===== config.mk =====
export PLATFORM = sky130hd
export DESIGN_NAME = stone_drawer
export DESIGN_NICKNAME = d
export VERILOG_FILES = /design/src/rtl/stone_pkg.sv /design/src/rtl/sprite_raster.sv /design/src/rtl/stone_drawer.sv
export SDC_FILE = /design/constraint.sdc
export NUM_CORES = 1
export LEC_CHECK = 0
export CAP_MARGIN = 20
export CORE_MARGIN = 8
export CORE_UTILIZATION = 45
export CTS_BUF_LIST = sky130_fd_sc_hd__clkbuf_4 sky130_fd_sc_hd__clkbuf_8
export CTS_CLUSTER_DIAMETER = 200
export DETAILED_ROUTE_END_ITERATION = 8
export DONT_BUFFER_PORTS = 1
export PLACE_DENSITY_LB_ADDON = 0.25
export SLEW_MARGIN = 20
export SYNTH_ARGS = -nofsm -noshare
export SYNTH_HDL_FRONTEND = slang
export SYNTH_SLANG_ARGS = --single-unit

===== constraint.sdc =====
create_clock -name clock -period 3.68 [get_ports clock]
set_input_delay 0.368 -clock clock [delete_from_list [all_inputs] [get_ports clock]]
set_output_delay 0.368 -clock clock [all_outputs]
set_load 0.03 [all_outputs]

===== src/rtl/stone_pkg.sv =====
// Shared definitions for the stone drawer: object-word layout, type codes, FSM states.
// Latency: n/a (package only).
// Backpressure: n/a (package only).
package stone_pkg;

    // Object word layout: x=[31:23], y=[18:11], type=[3:2], visible=[1], moving=[0]
    localparam int X_LSB    = 23;
    localparam int X_W      = 9;
    localparam int Y_LSB    = 11;
    localparam int Y_W      = 8;
    localparam int TYPE_LSB = 2;
    localparam int TYPE_W   = 2;
    localparam int VIS_BIT  = 1;
    localparam int MOV_BIT  = 0;

    localparam logic [1:0] TYPE_STONE   = 2'b00;
    localparam logic [1:0] TYPE_GOLD    = 2'b01;
    localparam logic [1:0] TYPE_DIAMOND = 2'b10;

    localparam int SCREEN_W_DEF = 320;
    localparam int SCREEN_H_DEF = 240;

    typedef enum logic [2:0] {
        S_IDLE,
        S_SET_ADDR,
        S_WAIT,
        S_LATCH,
        S_PLOT,
        S_NEXT,
        S_DONE
    } state_t;

    // Types 10 and 11 both render as diamond.
    function automatic logic [2:0] type_colour(
        input logic [1:0] obj_type,
        input logic [2:0] c_stone,
        input logic [2:0] c_gold,
        input logic [2:0] c_diamond
    );
        logic [2:0] col;
        case (obj_type)
            TYPE_STONE: col = c_stone;
            TYPE_GOLD:  col = c_gold;
            default:    col = c_diamond;
        endcase
        return col;
    endfunction

endpackage


===== src/rtl/sprite_raster.sv =====
// Sprite rasteriser: walks a SPRITE_SIZE square row-major and drives clipped, registered plot outputs.
// Latency: pixel (0,0) is on the outputs the cycle after i_load; one pixel per i_step cycle after that.
// Backpressure: none; STONE_ROUND_EN masks the four corner pixels (cycle timing unchanged).
module sprite_raster
    import stone_pkg::*;
#(
    parameter int SPRITE_SIZE = 16,
    parameter int SCREEN_W    = SCREEN_W_DEF,
    parameter int SCREEN_H    = SCREEN_H_DEF
)(
    input  logic       clock,
    input  logic       resetn,
    input  logic       i_load,
    input  logic       i_step,
    input  logic [8:0] i_x,
    input  logic [7:0] i_y,
    input  logic [2:0] i_colour,
    output logic [8:0] o_vga_x,
    output logic [7:0] o_vga_y,
    output logic [2:0] o_vga_colour,
    output logic       o_vga_plot,
    output logic       o_last
);

    localparam int            CW    = $clog2(SPRITE_SIZE);
    localparam logic [CW-1:0] P_MAX = CW'(SPRITE_SIZE - 1);
    localparam logic [CW-1:0] P_ONE = CW'(1);

    // r_px/r_py always index the pixel currently shown on the outputs.
    logic [CW-1:0] r_px;
    logic [CW-1:0] r_py;
    // Latched object: base coordinates and colour.
    logic [8:0]    r_bx;
    logic [7:0]    r_by;
    logic [2:0]    r_col;
    logic [8:0]    r_vga_x;
    logic [7:0]    r_vga_y;
    logic [2:0]    r_vga_colour;
    logic          r_vga_plot;

    logic [CW-1:0] w_nx;
    logic [CW-1:0] w_ny;
    logic [8:0]    w_bx;
    logic [7:0]    w_by;
    logic [2:0]    w_col;
    logic          w_active;
    logic          w_last;
    logic [9:0]    w_sx;
    logic [9:0]    w_sy;
    logic          w_in_screen;
    logic          w_corner;
    logic          w_unused_sum;

    assign w_last = (r_px == P_MAX) && (r_py == P_MAX);

    // Next pixel to show: restart at (0,0) on load, otherwise advance row-major until the last pixel.
    always_comb begin
        w_nx     = r_px;
        w_ny     = r_py;
        w_bx     = r_bx;
        w_by     = r_by;
        w_col    = r_col;
        w_active = 1'b0;
        if (i_load) begin
            w_nx     = '0;
            w_ny     = '0;
            w_bx     = i_x;
            w_by     = i_y;
            w_col    = i_colour;
            w_active = 1'b1;
        end else if (i_step && !w_last) begin
            w_active = 1'b1;
            if (r_px == P_MAX) begin
                w_nx = '0;
                w_ny = r_py + P_ONE;
            end else begin
                w_nx = r_px + P_ONE;
            end
        end
    end

    // Sums are 10 bits so coordinates past 511/255 still clip instead of wrapping on screen.
    assign w_sx         = 10'(w_bx) + 10'(w_nx);
    assign w_sy         = 10'(w_by) + 10'(w_ny);
    assign w_in_screen  = (w_sx < 10'(SCREEN_W)) && (w_sy < 10'(SCREEN_H));
    assign w_unused_sum = ^{w_sx[9], w_sy[9:8]};

`ifdef STONE_ROUND_EN
    assign w_corner = ((w_nx == '0) || (w_nx == P_MAX)) && ((w_ny == '0) || (w_ny == P_MAX));
`else
    assign w_corner = 1'b0;
`endif

    // Register counters and the pixel; plot drops as soon as the walk is no longer active.
    always_ff @(posedge clock) begin
        if (!resetn) begin
            r_px         <= '0;
            r_py         <= '0;
            r_bx         <= '0;
            r_by         <= '0;
            r_col        <= '0;
            r_vga_x      <= '0;
            r_vga_y      <= '0;
            r_vga_colour <= '0;
            r_vga_plot   <= 1'b0;
        end else begin
            r_px       <= w_nx;
            r_py       <= w_ny;
            r_bx       <= w_bx;
            r_by       <= w_by;
            r_col      <= w_col;
            r_vga_plot <= w_active && w_in_screen && !w_corner;
            if (w_active) begin
                r_vga_x      <= w_sx[8:0];
                r_vga_y      <= w_sy[7:0];
                r_vga_colour <= w_col;
            end
        end
    end

    assign o_vga_x      = r_vga_x;
    assign o_vga_y      = r_vga_y;
    assign o_vga_colour = r_vga_colour;
    assign o_vga_plot   = r_vga_plot;
    assign o_last       = w_last;

endmodule


===== src/rtl/stone_drawer.sv =====
// Object-RAM reader: scans quantity objects per start pulse and rasterises each visible one.
// Latency: 1+RAM_LATENCY+1+SPRITE_SIZE^2+1 cycles per visible object, 3+RAM_LATENCY per hidden one, then done.
// Backpressure: none; the rope controller stalls while draw_flag is high. Macro STONE_ROUND_EN rounds sprite corners.
module stone_drawer
    import stone_pkg::*;
#(
    parameter int         SPRITE_SIZE    = 16,
    parameter int         RAM_LATENCY    = 2,
    parameter int         SCREEN_W       = SCREEN_W_DEF,
    parameter int         SCREEN_H       = SCREEN_H_DEF,
    parameter logic [2:0] COLOUR_STONE   = 3'b011,
    parameter logic [2:0] COLOUR_GOLD    = 3'b110,
    parameter logic [2:0] COLOUR_DIAMOND = 3'b101
)(
    input  logic        clock,
    input  logic        resetn,
    input  logic        start,
    input  logic [3:0]  quantity,
    input  logic [31:0] ram_q,
    output logic        draw_flag,
    output logic [3:0]  draw_index,
    output logic [8:0]  vga_x,
    output logic [7:0]  vga_y,
    output logic [2:0]  vga_colour,
    output logic        vga_plot,
    output logic        busy,
    output logic        done
);

    localparam logic [1:0] WAIT_LAST = 2'(RAM_LATENCY - 1);

    state_t     r_state;
    logic [3:0] r_idx;
    logic [1:0] r_wait;
    logic       r_draw_flag;
    logic [3:0] r_draw_index;
    logic       r_busy;
    logic       r_done;

    logic [8:0] w_obj_x;
    logic [7:0] w_obj_y;
    logic [1:0] w_obj_type;
    logic       w_visible;
    logic [2:0] w_obj_colour;
    logic       w_load;
    logic       w_step;
    logic       w_last;
    logic       w_more;
    logic       w_unused_fields;

    assign w_obj_x         = ram_q[X_LSB +: X_W];
    assign w_obj_y         = ram_q[Y_LSB +: Y_W];
    assign w_obj_type      = ram_q[TYPE_LSB +: TYPE_W];
    assign w_visible       = ram_q[VIS_BIT];
    // The moving bit and the gaps between fields play no part in drawing.
    assign w_unused_fields = ^{ram_q[22:19], ram_q[10:4], ram_q[MOV_BIT]};
    assign w_obj_colour    = type_colour(w_obj_type, COLOUR_STONE, COLOUR_GOLD, COLOUR_DIAMOND);

    // The raster's load register is the object latch: it captures x/y/colour in S_LATCH.
    assign w_load = (r_state == S_LATCH) && w_visible;
    assign w_step = (r_state == S_PLOT);
    // quantity is re-read here every S_NEXT, so a mid-scan drop to <= idx ends the scan.
    assign w_more = ({1'b0, r_idx} + 5'd1) < {1'b0, quantity};

    // Scan FSM; draw_flag/draw_index/busy/done are registered so they line up with the state they describe.
    always_ff @(posedge clock) begin
        if (!resetn) begin
            r_state      <= S_IDLE;
            r_idx        <= '0;
            r_wait       <= '0;
            r_draw_flag  <= 1'b0;
            r_draw_index <= '0;
            r_busy       <= 1'b0;
            r_done       <= 1'b0;
        end else begin
            r_done <= 1'b0;
            case (r_state)
                S_IDLE: begin
                    if (start) begin
                        if (quantity == 4'd0) begin
                            r_state <= S_DONE;
                            r_done  <= 1'b1;
                        end else begin
                            r_state      <= S_SET_ADDR;
                            r_idx        <= '0;
                            r_wait       <= '0;
                            r_draw_flag  <= 1'b1;
                            r_draw_index <= '0;
                            r_busy       <= 1'b1;
                        end
                    end
                end
                S_SET_ADDR: begin
                    r_wait  <= '0;
                    r_state <= S_WAIT;
                end
                S_WAIT: begin
                    if (r_wait == WAIT_LAST) begin
                        r_state <= S_LATCH;
                    end else begin
                        r_wait <= r_wait + 2'd1;
                    end
                end
                S_LATCH: begin
                    // Hand the RAM address back to the rope FSM while we rasterise.
                    r_draw_flag <= 1'b0;
                    r_state     <= w_visible ? S_PLOT : S_NEXT;
                end
                S_PLOT: begin
                    if (w_last) begin
                        r_state <= S_NEXT;
                    end
                end
                S_NEXT: begin
                    if (w_more) begin
                        r_idx        <= r_idx + 4'd1;
                        r_draw_index <= r_idx + 4'd1;
                        r_draw_flag  <= 1'b1;
                        r_wait       <= '0;
                        r_state      <= S_SET_ADDR;
                    end else begin
                        r_busy  <= 1'b0;
                        r_done  <= 1'b1;
                        r_state <= S_DONE;
                    end
                end
                S_DONE: begin
                    r_state <= S_IDLE;
                end
                default: begin
                    r_state <= S_IDLE;
                end
            endcase
        end
    end

    sprite_raster #(
        .SPRITE_SIZE (SPRITE_SIZE),
        .SCREEN_W    (SCREEN_W),
        .SCREEN_H    (SCREEN_H)
    ) u_raster (
        .clock        (clock),
        .resetn       (resetn),
        .i_load       (w_load),
        .i_step       (w_step),
        .i_x          (w_obj_x),
        .i_y          (w_obj_y),
        .i_colour     (w_obj_colour),
        .o_vga_x      (vga_x),
        .o_vga_y      (vga_y),
        .o_vga_colour (vga_colour),
        .o_vga_plot   (vga_plot),
        .o_last       (w_last)
    );

    assign draw_flag  = r_draw_flag;
    assign draw_index = r_draw_index;
    assign busy       = r_busy;
    assign done       = r_done;

endmodule

==> out/qor.yml <==
placed_design:
  dp_hpwl_mm: 5.91
  placedCellCount: 496
  portBuffers: 0
  gp_congestion: 0.894
cells_and_area:
  register_area_sq_um: 1220
  area_delta_synth_final_pct: 11.1
  num_antenna_cells: 0
  fill_cells: 724
  final_nets: 463
  final_common_cell: "dfxtp_1"
  layout.cells.most_common_list: "dfxtp_1 (61), nand2_1 (59), nor2_1 (41), a21oi_1 (32), o21ai_0 (23)"
  final_cells: 511
  multi_input_area_sq_um: 1910
  drive_above_1_share: 0.0898
logic_synthesis:
  yosysSeqAreaShare: 0.374
  synth.area.top_cells: "dfxtp_1 (37%), nand2_1 (6.8%), ha_1 (5.7%), a21oi_1 (4.9%), nor2_1 (4.7%)"
  ys_warn_count: 0
  ys_types: 50
  synth_edf_count: 0
  synth_area_sq_um: 3270
  synth_flop_cell: "dfxtp_1"
  netlist_instances: 407
  synth-async-reset-ratio: 0
  synth-seq-cells: 61
  synth.net_count: 462
  synth_top_area_frac: 0.374
  post-synth-top-area-cell: "dfxtp_1"
  syn-mean-instance-area_sq_um: 8.02
floorplanning:
  die_area_sq_um: 10200
  fp-row-count: 31
  die_h_um: 101
  die_w_um: 101
  coreArea_sq_um: 7140
  initial_utilization: 0.458
  ios: 67
setup_path:
  reg2reg_to: "u_raster.o_vga_plot"
  startpoint_type: "register"
  crit_slowest_cell: "dfxtp_1"
  critical_path_depth: 13
  r2r-start: "u_raster.r_px[1]"
  crit_type: "reg2reg"
  crit_chain: "ha_1, nand2_1, o211ai_1, nor2_1, mux2i_1, or2_2, inv_1, ha_1, a21o_1, a21o_1, a41oi_1, o21ai_0, a2111oi_2"
  crit_arrival_ns: 3.57
  cp-end-kind: "register"
  rrSetupSlack_ns: 0.37
  required_ns: 3.94
  rr_worst_depth: 13
  max_stage_delay_ns: 0.41
  critPathTopFamily: "compound AO/OA/AOI/OAI gates"
  timing.critical_path.buf_inv: 1
  cp_max_fo: 5
timing:
  rsz0062_at_grt: "no"
  fin_skew_ns: 0.0144
  slew_headroom: 0.504
  finalSetupTns_ns: 0
  hold_violations: 0
  fin_crit_sh: 0.900
  period_minus_slack_ns: 3.31
  slew_viol_final: 0
  max_freq_mhz: 302
  setup_viol: 0
  worstMarginPinSlew_ns: 0.743
global_route:
  grt_pass1_vias: 2886
  grt_usage: 0.172
  grt_pass1_wl_mm: 13.9
  antenna_found_initial: 0
  grt_overflow: 0
  grt_max_degree: 41
min_path:
  min_to: "u_raster.o_vga_x[7]"
  min-delay-start: "resetn"
  hold_class: "in2reg"
  min_path_cells: 1
cts:
  cts_post_setup_buffers_inserted: 0
  cts_buffers: 9
  clockRootBuffer: "clkbuf_8"
  clk_latency_ns: 0.35
  clkSinkCount: 61
  htree_levels: 3
  tritoncts: "done"
  clockBufferDepth: 2
  path_clk_slew_ns: 0.08
detailed_routing:
  dr_wl_met3_um: 560
  wl_met2_mm: 3.82
  drt_iter0_drc: 139
  top_layer_used: "met4"
  wl_per_cell_um: 16.0
  routed_wl_mm: 8.18
  first_pass_iters: 4
  vias_per_cell: 5.53
  wirelength_met1_mm: 3.59
  drc: 0
  antenna_left: 0
  via_count: 2828
pwr:
  ir_drop_v: 0.000191
  p_per_area_nw_per_um2: 538
  power_leakage_uw: 0.00149
job:
  maxCapViolations: 0
outcome:
  outcome: "completed"
-- power breakdown --
part           switching, uW  internal [uW]
Combinational            236            147
Sequential               103            715
Clock                    268            482
-- repair_timing --
item	CTS	global route
setup endpoints to repair	0	2
endpoints found under the hold margin	0	0
gates resized for setup	0	3
hold buffers	0	0
-- logic make-up (layout without fill, tap and decap cells) --
logic type,after synthesis,after routing,share of synthesized area
buffers and inverters,33,38,0.0441
muxes,13,13,0.0402
adders and majority gates,16,16,0.0636
xor gates and xnor gates,16,16,0.0429
DFF,61,61,0.374
and+or+nand+nor,170,170,0.251
AOI/OAI and AO/OA,98,98,0.184
-- per-stage QoR --
| step | cell area [sq um] | power (uW) | utilization | setup WS [ns] | hold WS (ns) |
|---|---|---|---|---|---|
| final | 3630 | 1950 | 0.508 | 0.368 | 0.141 |
| after global routing | 3630 | 2060 | 0.508 | 0.00471 | 0.135 |
| after CTS | 3620 | 1970 | 0.507 | 0.246 | 0.127 |
| after detailed placement | 3370 | 1210 | 0.472 | 0.260 | 0.452 |
| after global placement | 3370 | 1200 | 0.472 | 0.321 | 0.443 |
| after floorplan | 3270 | 1130 | - | 0.568 | 0.428 |
-- cell type report --
cell class,instances,share of cell area
clock buffer,11,0.0417
clock inverter,4,0.0262
inverter,13,0.0135
multi-input combinational,313,0.527
sequential,61,0.337
tap,99,0.0341
timing repair buffer,10,0.0207
-- state kept, by name (all words and copies together), names as in the netlist --
register / cells
u_raster.r_py: 4
u_raster.r_col: 3
done: 1
u_raster.r_bx: 9
u_raster.r_px: 4
u_raster.o_vga_colour: 3
u_raster.o_vga_y: 8
r_wait: 2
busy: 1
r_state: 3
u_raster.o_vga_plot: 1
u_raster.o_vga_x: 9
draw_flag: 1
draw_index: 4
u_raster.r_by: 8
-- worst register-to-register path: cells and delay by family, from the launching register on --
family                   cells  cell delay (ns)
flip-flops                   1             0.41
multiplexers                 1             0.16
AND/OR/NAND/NOR              3             0.60
buffers and inverters        1             0.06
AO/OA/AOI/OAI                6             1.51
adder cells (fa/ha/maj)      2             0.48
-- synthesized netlist by cell type (all sizes together), types with 4 or more instances --
cell and n:
dfxtp 61, nand2 59, nor2 41, a21oi 32
o21ai 24, nand3 20, ha 15, clkbuf 13
inv 13, mux2i 12, a31oi 10, xnor2 8
xor2 8, buf 7, nand2b 6, nor3 6
or3 6, a211oi 5, nand4 5, nor2b 5
o211ai 5, nor4 4
-- how the worst max path moves through the flow --
stage | end | slack (ns) | start
finish | u_raster.o_vga_plot | 0.37 | u_raster.r_px[1]
global route | u_raster.o_vga_y[6] | 0.005 | u_raster.r_px[1]
CTS | u_raster.o_vga_plot | 0.25 | u_raster.r_py[0]
detailed placement | u_raster.o_vga_plot | 0.26 | u_raster.r_py[0]
global placement | u_raster.o_vga_plot | 0.32 | u_raster.r_py[0]
floorplan | u_raster.o_vga_plot | 0.57 | u_raster.r_py[0]
-- per-layer routing --
layer / vias to the layer above / global-route usage
met5: - / 0
li1: 1446 / -
met1: 1308 / 0.203
met2: 59 / 0.282
met3: 15 / 0.0447
met4: 0 / 0.0859
Power figures use the tool's default switching activity.
